[src/rtl/accumulator_dump_if.sv]
// accumulator_dump_if
//   Valid/ready bus that carries captured epoch results from accumulator_dump
//   toward the tracking loop.
//   Signals:
//     dump_valid  head entry present (driven by master)
//     dump_ready  consumer accepts head (driven by slave)
//     dump_value  captured sum at head, ACC_WIDTH bits, two's complement
//     dump_count  number of samples in that sum, COUNT_WIDTH bits
//   Modports: master (producer side), slave (consumer side).
interface accumulator_dump_if #(
   parameter int unsigned ACC_WIDTH   = 20,
   parameter int unsigned COUNT_WIDTH = 15
);
   logic                   dump_valid;
   logic                   dump_ready;
   logic [ACC_WIDTH-1:0]   dump_value;
   logic [COUNT_WIDTH-1:0] dump_count;

   modport master (
      output dump_valid,
      output dump_value,
      output dump_count,
      input  dump_ready
   );

   modport slave (
      input  dump_valid,
      input  dump_value,
      input  dump_count,
      output dump_ready
   );
endinterface

[src/rtl/accumulator_dump.sv]
// accumulator_dump
//   Holds the running state of a per-channel accumulator, drives its clear at
//   every code epoch, and captures each finished sum and sample count into a
//   small FIFO that drains over a valid/ready bus.
//   Ports:
//     clk              system clock
//     reset            synchronous, active-high reset
//     sample_valid     accumulator_out carries an updated sum this cycle
//     dump             code epoch: the current period ends this cycle
//     accumulator_out  combinational sum from the accumulator
//     accumulator_in   registered state fed back to the accumulator
//     clear            accumulator starts a new sum on the next valid sample
//     overflow         sticky: a capture was lost because the FIFO was full
//     overflow_clear   clears overflow (a simultaneous loss wins)
//     dump_bus         master side of the dump FIFO head (valid/ready/value/count)
module accumulator_dump #(
   parameter int unsigned ACC_WIDTH   = 20,
   parameter int unsigned COUNT_WIDTH = 15,
   parameter int unsigned DEPTH       = 4
) (
   input  logic                 clk,
   input  logic                 reset,
   input  logic                 sample_valid,
   input  logic                 dump,
   input  logic [ACC_WIDTH-1:0] accumulator_out,
   output logic [ACC_WIDTH-1:0] accumulator_in,
   output logic                 clear,
   output logic                 overflow,
   input  logic                 overflow_clear,
   accumulator_dump_if.master   dump_bus
);
   localparam int unsigned PTR_W = $clog2(DEPTH);
   typedef logic [PTR_W:0] ptr_t;

   logic [ACC_WIDTH-1:0]   acc_q;
   logic                   clear_q;
   logic [COUNT_WIDTH-1:0] count_q;
   logic                   ovf_q;
   logic [ACC_WIDTH-1:0]   value_mem [DEPTH];
   logic [COUNT_WIDTH-1:0] count_mem [DEPTH];
   ptr_t                   wr_ptr_q;
   ptr_t                   rd_ptr_q;

   logic [COUNT_WIDTH-1:0] count_next;
   logic [ACC_WIDTH-1:0]   cap_value;
   logic [COUNT_WIDTH-1:0] cap_count;
   logic                   empty;
   logic                   full;
   logic                   pop;
   logic                   push;
   logic                   lost;

   // A sample taken while clear is set starts a fresh period at count 1.
   always_comb begin
      if (clear_q) begin
         count_next = COUNT_WIDTH'(1);
      end else if (&count_q) begin
         count_next = count_q;
      end else begin
         count_next = count_q + COUNT_WIDTH'(1);
      end
   end

   // Capture source: a sample in the dump cycle still belongs to the ending
   // period; with no sample since the last epoch the period is empty.
   always_comb begin
      cap_value = '0;
      cap_count = '0;
      if (sample_valid) begin
         cap_value = accumulator_out;
         cap_count = count_next;
      end else if (!clear_q) begin
         cap_value = acc_q;
         cap_count = count_q;
      end
   end

   // Extra pointer MSB distinguishes full from empty.
   assign empty = (wr_ptr_q == rd_ptr_q);
   assign full  = (wr_ptr_q[PTR_W] != rd_ptr_q[PTR_W]) &&
                  (wr_ptr_q[PTR_W-1:0] == rd_ptr_q[PTR_W-1:0]);
   assign pop   = !empty && dump_bus.dump_ready;
   assign push  = dump && (!full || pop);
   assign lost  = dump && full && !pop;

   always_ff @(posedge clk) begin
      if (reset) begin
         acc_q    <= '0;
         clear_q  <= 1'b1;
         count_q  <= '0;
         ovf_q    <= 1'b0;
         wr_ptr_q <= '0;
         rd_ptr_q <= '0;
         for (int i = 0; i < int'(DEPTH); i++) begin
            value_mem[i] <= '0;
            count_mem[i] <= '0;
         end
      end else begin
         if (sample_valid) begin
            acc_q <= accumulator_out;
         end
         if (dump) begin
            clear_q <= 1'b1;
            count_q <= '0;
         end else if (sample_valid) begin
            clear_q <= 1'b0;
            count_q <= count_next;
         end
         if (push) begin
            value_mem[wr_ptr_q[PTR_W-1:0]] <= cap_value;
            count_mem[wr_ptr_q[PTR_W-1:0]] <= cap_count;
            wr_ptr_q                       <= wr_ptr_q + ptr_t'(1);
         end
         if (pop) begin
            rd_ptr_q <= rd_ptr_q + ptr_t'(1);
         end
         if (lost) begin
            ovf_q <= 1'b1;
         end else if (overflow_clear) begin
            ovf_q <= 1'b0;
         end
      end
   end

   assign accumulator_in      = acc_q;
   assign clear               = clear_q;
   assign overflow            = ovf_q;
   assign dump_bus.dump_valid = !empty;
   assign dump_bus.dump_value = value_mem[rd_ptr_q[PTR_W-1:0]];
   assign dump_bus.dump_count = count_mem[rd_ptr_q[PTR_W-1:0]];
endmodule

[src/flat_wrapper.sv]
// flat-port wrapper written by rule: the top's interface ports become plain ports
module accumulator_dump_flat 
#(
   parameter int unsigned ACC_WIDTH   = 20,
   parameter int unsigned COUNT_WIDTH = 15,
   parameter int unsigned DEPTH       = 4
)
  (clk, reset, sample_valid, dump, accumulator_out, accumulator_in, clear, overflow, overflow_clear, dump_bus_dump_valid, dump_bus_dump_value, dump_bus_dump_count, dump_bus_dump_ready);
  accumulator_dump_if #(.ACC_WIDTH(ACC_WIDTH), .COUNT_WIDTH(COUNT_WIDTH)) dump_bus_i ();
  input  logic clk;
  input  logic reset;
  input  logic sample_valid;
  input  logic dump;
  input  logic [ACC_WIDTH-1:0] accumulator_out;
  output logic [ACC_WIDTH-1:0] accumulator_in;
  output logic clear;
  output logic overflow;
  input  logic overflow_clear;
  output wire logic [$bits(dump_bus_i.dump_valid)-1:0] dump_bus_dump_valid;
  output wire logic [$bits(dump_bus_i.dump_value)-1:0] dump_bus_dump_value;
  output wire logic [$bits(dump_bus_i.dump_count)-1:0] dump_bus_dump_count;
  input wire logic [$bits(dump_bus_i.dump_ready)-1:0] dump_bus_dump_ready;
  assign dump_bus_dump_valid = dump_bus_i.dump_valid;
  assign dump_bus_dump_value = dump_bus_i.dump_value;
  assign dump_bus_dump_count = dump_bus_i.dump_count;
  assign dump_bus_i.dump_ready = dump_bus_dump_ready;
  accumulator_dump #(.ACC_WIDTH(ACC_WIDTH), .COUNT_WIDTH(COUNT_WIDTH), .DEPTH(DEPTH)) u_core (.clk(clk), .reset(reset), .sample_valid(sample_valid), .dump(dump), .accumulator_out(accumulator_out), .accumulator_in(accumulator_in), .clear(clear), .overflow(overflow), .overflow_clear(overflow_clear), .dump_bus(dump_bus_i));
endmodule
[config.mk]
export PLATFORM = sky130hd
export DESIGN_NAME = accumulator_dump_flat
export DESIGN_NICKNAME = d
export VERILOG_FILES = /design/src/rtl/accumulator_dump_if.sv /design/src/rtl/accumulator_dump.sv /design/src/flat_wrapper.sv
export SDC_FILE = /design/constraint.sdc
export NUM_CORES = 1
export LEC_CHECK = 0
export CAP_MARGIN = 10
export CORE_MARGIN = 4
export CORE_UTILIZATION = 40
export CTS_CLUSTER_DIAMETER = 80
export DETAILED_ROUTE_END_ITERATION = 10
export MAX_ROUTING_LAYER = met4
export PLACE_DENSITY = 0.7
export SETUP_SLACK_MARGIN = 0.02
export SLEW_MARGIN = 15
export SYNTH_ARGS = -nofsm -noshare
export SYNTH_HDL_FRONTEND = slang
export SYNTH_SLANG_ARGS = --single-unit
[constraint.sdc]
create_clock -name clk -period 3 [get_ports clk]
set_input_delay 0.6 -clock clk [delete_from_list [all_inputs] [get_ports clk]]
set_output_delay 0.6 -clock clk [all_outputs]
set_load 0.05 [all_outputs]
### Yosys cells after proc, flatten, opt, wreduce, memory -nomap -nowiden

Memory sizes are Yosys's and may differ from the RTL's. A register that Yosys moved wholly into a read port is not among the register bits.
Index checks and enable logic that the tools add are counted.
Widths: inputs -> output; s select.

* add/subtract/negate cells: 3
* equality and inequality tests: 3
* muxes and demuxes: 23
* reduce and logical (&&, ||, !) cells: 14

Operators with widths (count)
* $mux 15: 5
* $mux 20: 3
* $reduce_or 20->1: 1
* $add 15x1->15 const B: 1
* $reduce_and 15->1: 1
* $reduce_or 15->1: 1
* $mux 2: 6
* $mux 1: 9
* $add 3x1->3 const B: 2
* $logic_and 1x1->1: 5
* $eq 3x3->1: 1
* $logic_not 1->1: 3
* $eq 2x2->1: 1
* $reduce_bool 2->1: 1
* $reduce_or 2->1: 1
* $logic_or 1x1->1: 1
* $ne 1x1->1: 1

* register bits: 43
* memory bits (writable): 140
* input port bits: 26
* output and inout port bits: 58
* logic and storage cells: 51
* memories kept: 2

Memory list
* u_core.value_mem: words 4, width 20, read ports 1, clocked after memory_dff 1, write ports 4, RTL line accumulator_dump.sv:39 `logic [ACC_WIDTH-1:0] value_mem [DEPTH];`
* u_core.count_mem: words 4, width 15, read ports 1, clocked after memory_dff 1, write ports 4, RTL line accumulator_dump.sv:40 `logic [COUNT_WIDTH-1:0] count_mem [DEPTH];`

### Logic depth before layout (Yosys ltp)

Gate-level depths: netlist of run 1.

* depth in word-level cells: 10
* depth in mapped cells: 6
* mapped depth without buffers: 5

### Least setup slack after synthesis of run 1

No wires, ideal clock.

* kind: flip-flop to flip-flop
* start point: register u_core.wr_ptr_q[1]
* end point: memory u_core.count_mem[3][0] (enable)
* library setup time: 0.435 ns
* arrival: 2.678 ns
* required time: 2.565 ns
* path slack: -0.112 ns
* stages on the path, launching flop included: 6
* path buffers: 2
* period minus slack after synthesis: 3.112 ns
* cell sequence: dfxtp_1 > buf_4 > xor2_4 > o41ai_4 > buf_6 > o21bai_1

RTL lines
* start, declared: RTL line accumulator_dump.sv:41 `ptr_t wr_ptr_q;`
* start signal, assigned: RTL line accumulator_dump.sv:112 `wr_ptr_q <= wr_ptr_q + ptr_t'(1);`
* end, declared: RTL line accumulator_dump.sv:40

### Worst setup path in the final report of run 1

* start point: register u_core.wr_ptr_q[1]
* end point: output port dump_bus_dump_valid

* cells in the longest elaborated chain, start to end: 2

RTL lines
* $eq 3x3->1: RTL line accumulator_dump.sv:79 `assign empty = (wr_ptr_q == rd_ptr_q);`
* $logic_not 1->1: RTL line accumulator_dump.sv:128 `assign dump_bus.dump_valid = !empty;`
* end, declared: RTL line flat_wrapper.sv:19 `output wire logic [$bits(dump_bus_i.dump_valid)-1:0] dump_bus_dump_valid;`

Every way passes these cells.

==> metrics.md, run 1 <==
| Metric | Value |
|---|---|
| CP Cell Sequence | xor2_4 -> or3_1 -> clkdlybuf4s50_1 |
| Initial antenna violation count | 0 |
| Distinct cells, synth | 55 |
| Fmax | 0.3619 GHz |
| Final Hold Viols | 0 |
| Diodes inserted | 0 |
| CP Launch Point | u_core.wr_ptr_q[1]$_SDFFE_PP0P_ |
| Clock Path Buffers | 2 |
| Post-Synth Adder-Cell Area | 0.4480% |
| # Max-Cap Violations | 0 |
| Fin nets | 753 |
| CTS buffer count | 17 |
| Count of flip-flops with a built-in enable after synthesis | 140 |
| GRT Total Usage | 17.12% |
| Global-route wire length before repair | 30710 um |
| Core ar. | 0.02043 mm2 |
| Critical path class | reg -> out |
| Port bufs | 83 |
| Die Y | 152.7 um |
| Worst-path clk slew | 0.07 ns |
| Root buf cell | clkbuf_16 |
| Die ar. | 0.02333 mm2 |
| Worst slew margin | 35.80% |
| Via/cell ratio | 5.497 |
| Ys flop type | edfxtp_1 |
| Post-Synthesis Cells | 642 |
| DP Area | 0.009941 mm2 |
| Cell taking the most area after synthesis | edfxtp_1 |
| Post-synth top area share | 50.17% |
| P&R area growth vs syn | 25.92% |
| Final min period | 2.763 ns |
| DRC | 0 |
| Reg2reg start | u_core.count_q[3]$_SDFFE_PP0P_ |
| Syn Nets | 671 |
| Largest net degree at the start of global routing | 44 |
| Pwr Density | 659.1 mW/mm2 |
| Ys async rst share | 0% |
| FF+latch count, synth | 185 |
| Placer Congestion | 0.9171 |
| DR vias | 5535 |
| H-tree Lvls | 4 |
| Worst setup SP type | register |
| Routing usage on met1 | 22.64% |
| Clock Sinks | 185 |
| Met3 Track Usage GR | 3.408% |
| Worst Path Max Fanout | 8 |
| Status | completed |
| Fillers | 1749 |
| Comb pwr share | 24.9% |
| RSZ-0062 raised after global routing | false |
| Vias in the first global route | 5491 |
| First-pass iteration count of the detailed router | 7 |
| Switching share of total power | 28.59% |
| Critical path data required time | 2.40 ns |
| Worst path slowest cell | clkdlybuf4s50_1 |
| P_sw | 1.989 mW |
| Actual slew at the worst max-slew pin | 0.9530 ns |
| Final wirelength | 19240 um |
| DR WL/cell | 19.11 um |
| Die Width | 152.7 um |
| Total power | 6.955 mW |
| Hold path start | u_core.accumulator_in[7]$_SDFFE_PP0P_ |
| Simple logic cell fraction of the synthesized area | 14.16% |
| CP peak stage delay | 0.71 ns |
| Worst hold slack | 0.5231 ns |
| CP endpoint kind | primary output |
| Leakage | 3.725 nW |
| Gr ovfl total | 0 |
| Setup Viol. Count Final | 0 |
| Setup TNS | 0 ns |
| Post-CTS Setup Inserts | 0 |
| Main combinational cell family by area after synthesis | simple AND/OR/NAND/NOR gates |
| Seq/Total Area, Yosys | 60.92% |
| Layout cells sized above 1 | 22.39% |
| Clock Power Share | 32.5% |
| Grt met2 use | 26.98% |
| Fin. max-slew vios | 0 |
| Final core occ | 51.65% |
| Largest cells by area after synthesis | edfxtp_1, dfxtp_1, mux4_2 |
| Mux cell area share after synthesis | 12.39% |
| Synth Area in XOR/XNOR | 1.269% |
| Cell row count | 52 |
| Synthesized area per cell | 13.05 um2 |
| Initial drt markers | 491 |
| Seq pwr share | 42.6% |
| Starting Density | 41.02% |
| Post-route ant nets | 0 |
| Dpl hpwl | 12640 um |
| WP data arrival | 2.16 ns |
| Final Skew | 0.01129 ns |
| Int Pwr | 4.966 mW |
| VDD IR max | 405.9 uV |
| # IOs | 84 |
| Warnings from Yosys | 0 |
| Worst min-delay path category | reg -> reg |
| CTS tree | yes |
| GR peak layer | met2 |
| Compound-Gate Fraction of Synth Area | 6.854% |
| Tcrit/Tclk final | 92.10% |
| Cell area after layout | 0.01055 mm2 |
| Most frequent cell after synthesis | edfxtp_1 |
| Post-Syn Area | 0.008379 mm2 |
| Worst skew pair latency | 0.42 ns |
| Post-synth top cells | edfxtp_1, nor2_1, dfxtp_1 |
[power by group through the flow]
stage                     Combinational, mW  Sequential (mW)  Clock (mW)
after floorplan                       0.963             3.03           0
after global placement                 1.74             3.01           0
after detailed placement               1.75             3.02           0
after CTS                              1.76             2.96        2.30
after global routing                   1.81             2.98        2.41
final                                  1.73             2.96        2.26
[cell usage in the layout (no fill, tap or decap), types with 17 or more instances in the layout]
cell             Yosys  routed
mux2i_1             25      25
clkbuf_16            0      19
or4_4               17      17
o21ai_0             17      17
a21oi_1             41      41
edfxtp_1           140     140
inv_1               29      29
nor2_1             115     115
dfxtp_1             45      43
buf_12               0      40
nor3_1              24      24
buf_4                4      22
clkdlybuf4s50_1      0      45
mux4_2              35      35
[registers in the layout, indices dropped and copies added, names as in the netlist, named ones only]
register,flops
u_core.count_mem,60
u_core.clear,1
u_core.wr_ptr_q,3
u_core.overflow,1
u_core.count_q,15
u_core.rd_ptr_q,3
u_core.value_mem,80
u_core.accumulator_in,20
[routing by layer]
metal | vias to the layer above | share of wire (%)
li1 | 2584 | -
met3 | 26 | 5.1
met1 | 2733 | 44
met4 | 0 | 1.7
met5 | - | 0
met2 | 192 | 50
[area by class of cell]
type,count,area (um2),area share [%]
clock inverters,10,102.6,0.9724
inverters,29,108.9,1.032
flip-flops and latches,185,5107,48.40
clock buffers,22,506.7,4.803
repair buffers,109,1426,13.52
multi-input cells,382,2962,28.07
well taps,270,337.8,3.202
[final timing paths]
check,endpoint,slack [ns],cells after the start
min,u_core.accumulator_in[7]$_SDFFE_PP0P_,0.52,2
max reg2reg,u_core.count_mem[1][10]$_SDFFCE_PN0P_,0.48,5
min reg2reg,u_core.accumulator_in[7]$_SDFFE_PP0P_,0.52,2
max,dump_bus_dump_valid,0.24,3
[kinds of logic after synthesis]
group / after synthesis
AND/OR/NAND/NOR: 223
AO/OA/AOI/OAI: 89
flip-flops: 185
XOR/XNOR: 7
adder cells (fa/ha/maj): 3
buffers and inverters: 75
multiplexers: 60
[stage by stage]
step	instances	setup WS (ns)
after global routing	1007	0.1610
final	1007	0.2370
after floorplan	642	0.3082
after detailed placement	975	0.3620
after global placement	975	0.4091
after CTS	1007	0.07003
[repair_timing]
item / in CTS / in global routing
gates resized for setup: 0 / 1
hold buffers: 0 / 0
setup endpoints to repair: 0 / 1
[critical path, delay by kind of cell, from the launching register on]
family                 cells  cell delay (ns)
XOR/XNOR                   1             0.23
AND/OR/NAND/NOR            1             0.40
buffers and inverters      1             0.71
flip-flops                 1             0.40
(Power assumes the default switching activity.)
==> inputs of run 2 (changes only) <==
--- a/config.mk
+++ b/config.mk
@@ -10,7 +10,6 @@
 export CORE_UTILIZATION = 40
 export CTS_CLUSTER_DIAMETER = 80
 export DETAILED_ROUTE_END_ITERATION = 10
-export MAX_ROUTING_LAYER = met4
 export PLACE_DENSITY = 0.7
 export SETUP_SLACK_MARGIN = 0.02
 export SLEW_MARGIN = 15
==> run 2 against run 1 <==
Against the previous run:
- worst hold slack worse by 0.12 ns
- sequential share of layout area up 0.092 points
- register-to-register slack better by 0.08 ns
- clock-buffer cell count down 5
- cell count unchanged
- first-iteration DRC count up 0.20%
- combinational power about the same
- highest routed layer unchanged
==> metrics.md, run 2 (synthesized netlist as in run 1, its figures left out) <==
| Metric | Value |
|---|---|
| Seq pwr share | 42.2% (-0.4 points) |
| Cell row count | 52 (unchanged) |
| Largest net degree at the start of global routing | 43 (-2.3%) |
| Fin. max-slew vios | 0 (unchanged) |
| Die Width | 152.7 um (unchanged) |
| DRC | 0 (unchanged) |
| Worst setup SP type | register |
| H-tree Lvls | 4 (unchanged) |
| Vias in the first global route | 5396 (-1.7%) |
| Initial antenna violation count | 0 (unchanged) |
| Clock Path Buffers | 2 (unchanged) |
| Most common cell after layout, fill and taps aside | edfxtp_1 |
| Core ar. | 0.02043 mm2 (unchanged) |
| Int Pwr | 4.912 mW (-1.1%) |
| Commonest non-fill, non-tap cells in the layout | edfxtp_1, nor2_1, clkdlybuf4s50_1 |
| Diodes inserted | 0 (unchanged) |
| CTS tree | yes |
| First-pass iteration count of the detailed router | 5 (-2) |
| P_sw | 2.044 mW (+2.8%) |
| Most flops, register | u_core.value_mem |
| Worst min-delay path category | in -> reg |
| Post-route setup slack | 0.2328 ns (-0.004239 ns) |
| DR vias | 5444 (-1.6%) |
| CTS Hold Bufs | 0 (unchanged) |
| Via/cell ratio | 5.406 (-1.6%) |
| Fillers | 1729 (-1.1%) |
| Final core occ | 51.55% (-0.098 points) |
| DP Area | 0.009928 mm2 (-0.13%) |
| Comb pwr share | 25.1% (+0.2 points) |
| Leakage | 3.722 nW (about the same) |
| Post-CTS Resized | 0 (unchanged) |
| CP endpoint kind | primary output |
| Initial drt markers | 492 (+0.20%) |
| Final Skew | 0.01381 ns (+0.002511 ns) |
| P&R area growth vs syn | 25.68% |
| Port bufs | 83 (unchanged) |
| Final wirelength | 19140 um (-0.52%) |
| Critical path class | reg -> out |
| RSZ-0062 raised after global routing | false |
| Worst path slowest cell | clkdlybuf4s50_1 |
| Tcrit/Tclk final | 92.24% (+0.14 points) |
| Post-route ant nets | 0 (unchanged) |
| Max reg flops | 80 (unchanged) |
| Worst hold slack | 0.4033 ns (-0.1198 ns) |
| Clock Power Share | 32.7% (+0.2 points) |
| Root buf cell | clkbuf_16 |
| Global-route wire length before repair | 30490 um (-0.72%) |
| Fmax | 0.3614 GHz (-0.15%) |
| Worst Path Max Fanout | 8 (unchanged) |
| R2R Setup Slk | 0.56 ns (+0.08 ns) |
| Starting Density | 41.02% (unchanged) |
| CP peak stage delay | 0.71 ns (about the same) |
| Cell area after layout | 0.01053 mm2 (-0.19%) |
| Setup Viol. Count Final | 0 (unchanged) |
| Status | completed |
| Setup TNS | 0 ns (unchanged) |
| Pwr Density | 660.5 mW/mm2 (+0.22%) |
| Clock Sinks | 185 (unchanged) |
| Placer Congestion | 0.9081 (-0.98%) |
| Fin nets | 753 (unchanged) |
| DR WL/cell | 19.00 um (-0.52%) |
| CP Cell Sequence | xor2_4 -> or3_1 -> clkdlybuf4s50_1 |
| GRT Total Usage | 16.53% (-0.59 points) |
| Pre-CTS WS | 0.3191 ns (-0.04288 ns) |
| Critical path data required time | 2.40 ns (about the same) |
| # Max-Cap Violations | 0 (unchanged) |
| Worst slew margin | 33.08% (-2.7 points) |
| Final Hold Viols | 0 (unchanged) |
| Layout cells sized above 1 | 22.52% (+0.14 points) |
| Actual slew at the worst max-slew pin | 0.9933 ns (+0.04036 ns) |
| WP data arrival | 2.17 ns (about the same) |
| CTS buffer count | 17 (unchanged) |
| VDD IR max | 453.3 uV (+12%) |
| Switching share of total power | 29.39% (+0.80 points) |
| Gr ovfl total | 0 (unchanged) |
| # IOs | 84 (unchanged) |
| Worst skew pair latency | 0.44 ns (+0.02 ns) |
| Dpl hpwl | 12620 um (-0.11%) |
| Die ar. | 0.02333 mm2 (unchanged) |
| Post-CTS Setup Inserts | 0 (unchanged) |
| Die Y | 152.7 um (unchanged) |
| Worst-path clk slew | 0.08 ns (about the same) |
| Final min period | 2.767 ns (+0.004239 ns) |
run 2: cell count changes in the layout (fill, tap and decap cells not counted), moves of 2 or more:
cell,previous run,this run
inv_6,2,5
inv_8,1,3
clkbuf_16,19,17
clkbuf_8,2,0
run 2: path summary, 6_finish.rpt:
| check | startpoint | to | depth (start not counted) |
|---|---|---|---|
| setup / recovery | u_core.wr_ptr_q[1]$_SDFFE_PP0P_ | dump_bus_dump_valid | 3 |
| hold reg to reg | u_core.accumulator_in[7]$_SDFFE_PP0P_ | u_core.accumulator_in[7]$_SDFFE_PP0P_ | 2 |
| setup reg to reg | u_core.count_q[0]$_SDFFE_PP0P_ | u_core.count_mem[3][0]$_DFFE_PP_ | 5 |
| hold / removal | reset | u_core.rd_ptr_q[2]$_SDFFE_PP0N_ | 2 |
run 2: power groups by stage:
stage               Clock (mW)  Combinational (mW)  Sequential (mW)
floorplan                    0               0.963             3.03
global placement             0                1.76             2.98
detailed placement           0                1.77             2.99
CTS                       2.31                1.77             2.93
global route              2.43                1.83             2.95
finish                    2.28                1.75             2.93
run 2: layout make-up:
class	count	area, um2	area share (%)
Clock buffer	17	425.4	4.039
Clock inverter	15	176.4	1.675
Inverter	29	108.9	1.034
Multi-Input combinational cell	382	2962	28.12
Sequential cell	185	5107	48.50
Tap cell	270	337.8	3.208
Timing Repair Buffer	109	1414	13.43
run 2: per-stage QoR:
step / total power [mW] / std cells
6_report: 6.957 / 1007
5_1_grt: 7.201 / 1007
4_1_cts: 7.015 / 1007
3_5_place_dp: 4.760 / 975
3_3_place_gp: 4.744 / 975
2_1_floorplan: 3.989 / 642
run 2: critical path, delay by kind of cell, from the launching register on:
kind | cells | cell delay, ns
simple gates | 1 | 0.39
buf+inv | 1 | 0.71
xor+xnor | 1 | 0.23
flops | 1 | 0.39
run 2: layer usage:
metal	GRT usage, %	share of wire, %	routed length, um	up-vias
met4	4.412	1.3	254	0
met2	27.19	50	9545	178
met3	3.465	5.9	1131	17
li1	-	-	-	2590
met1	22.47	43	8207	2659
met5	0	0	0	-
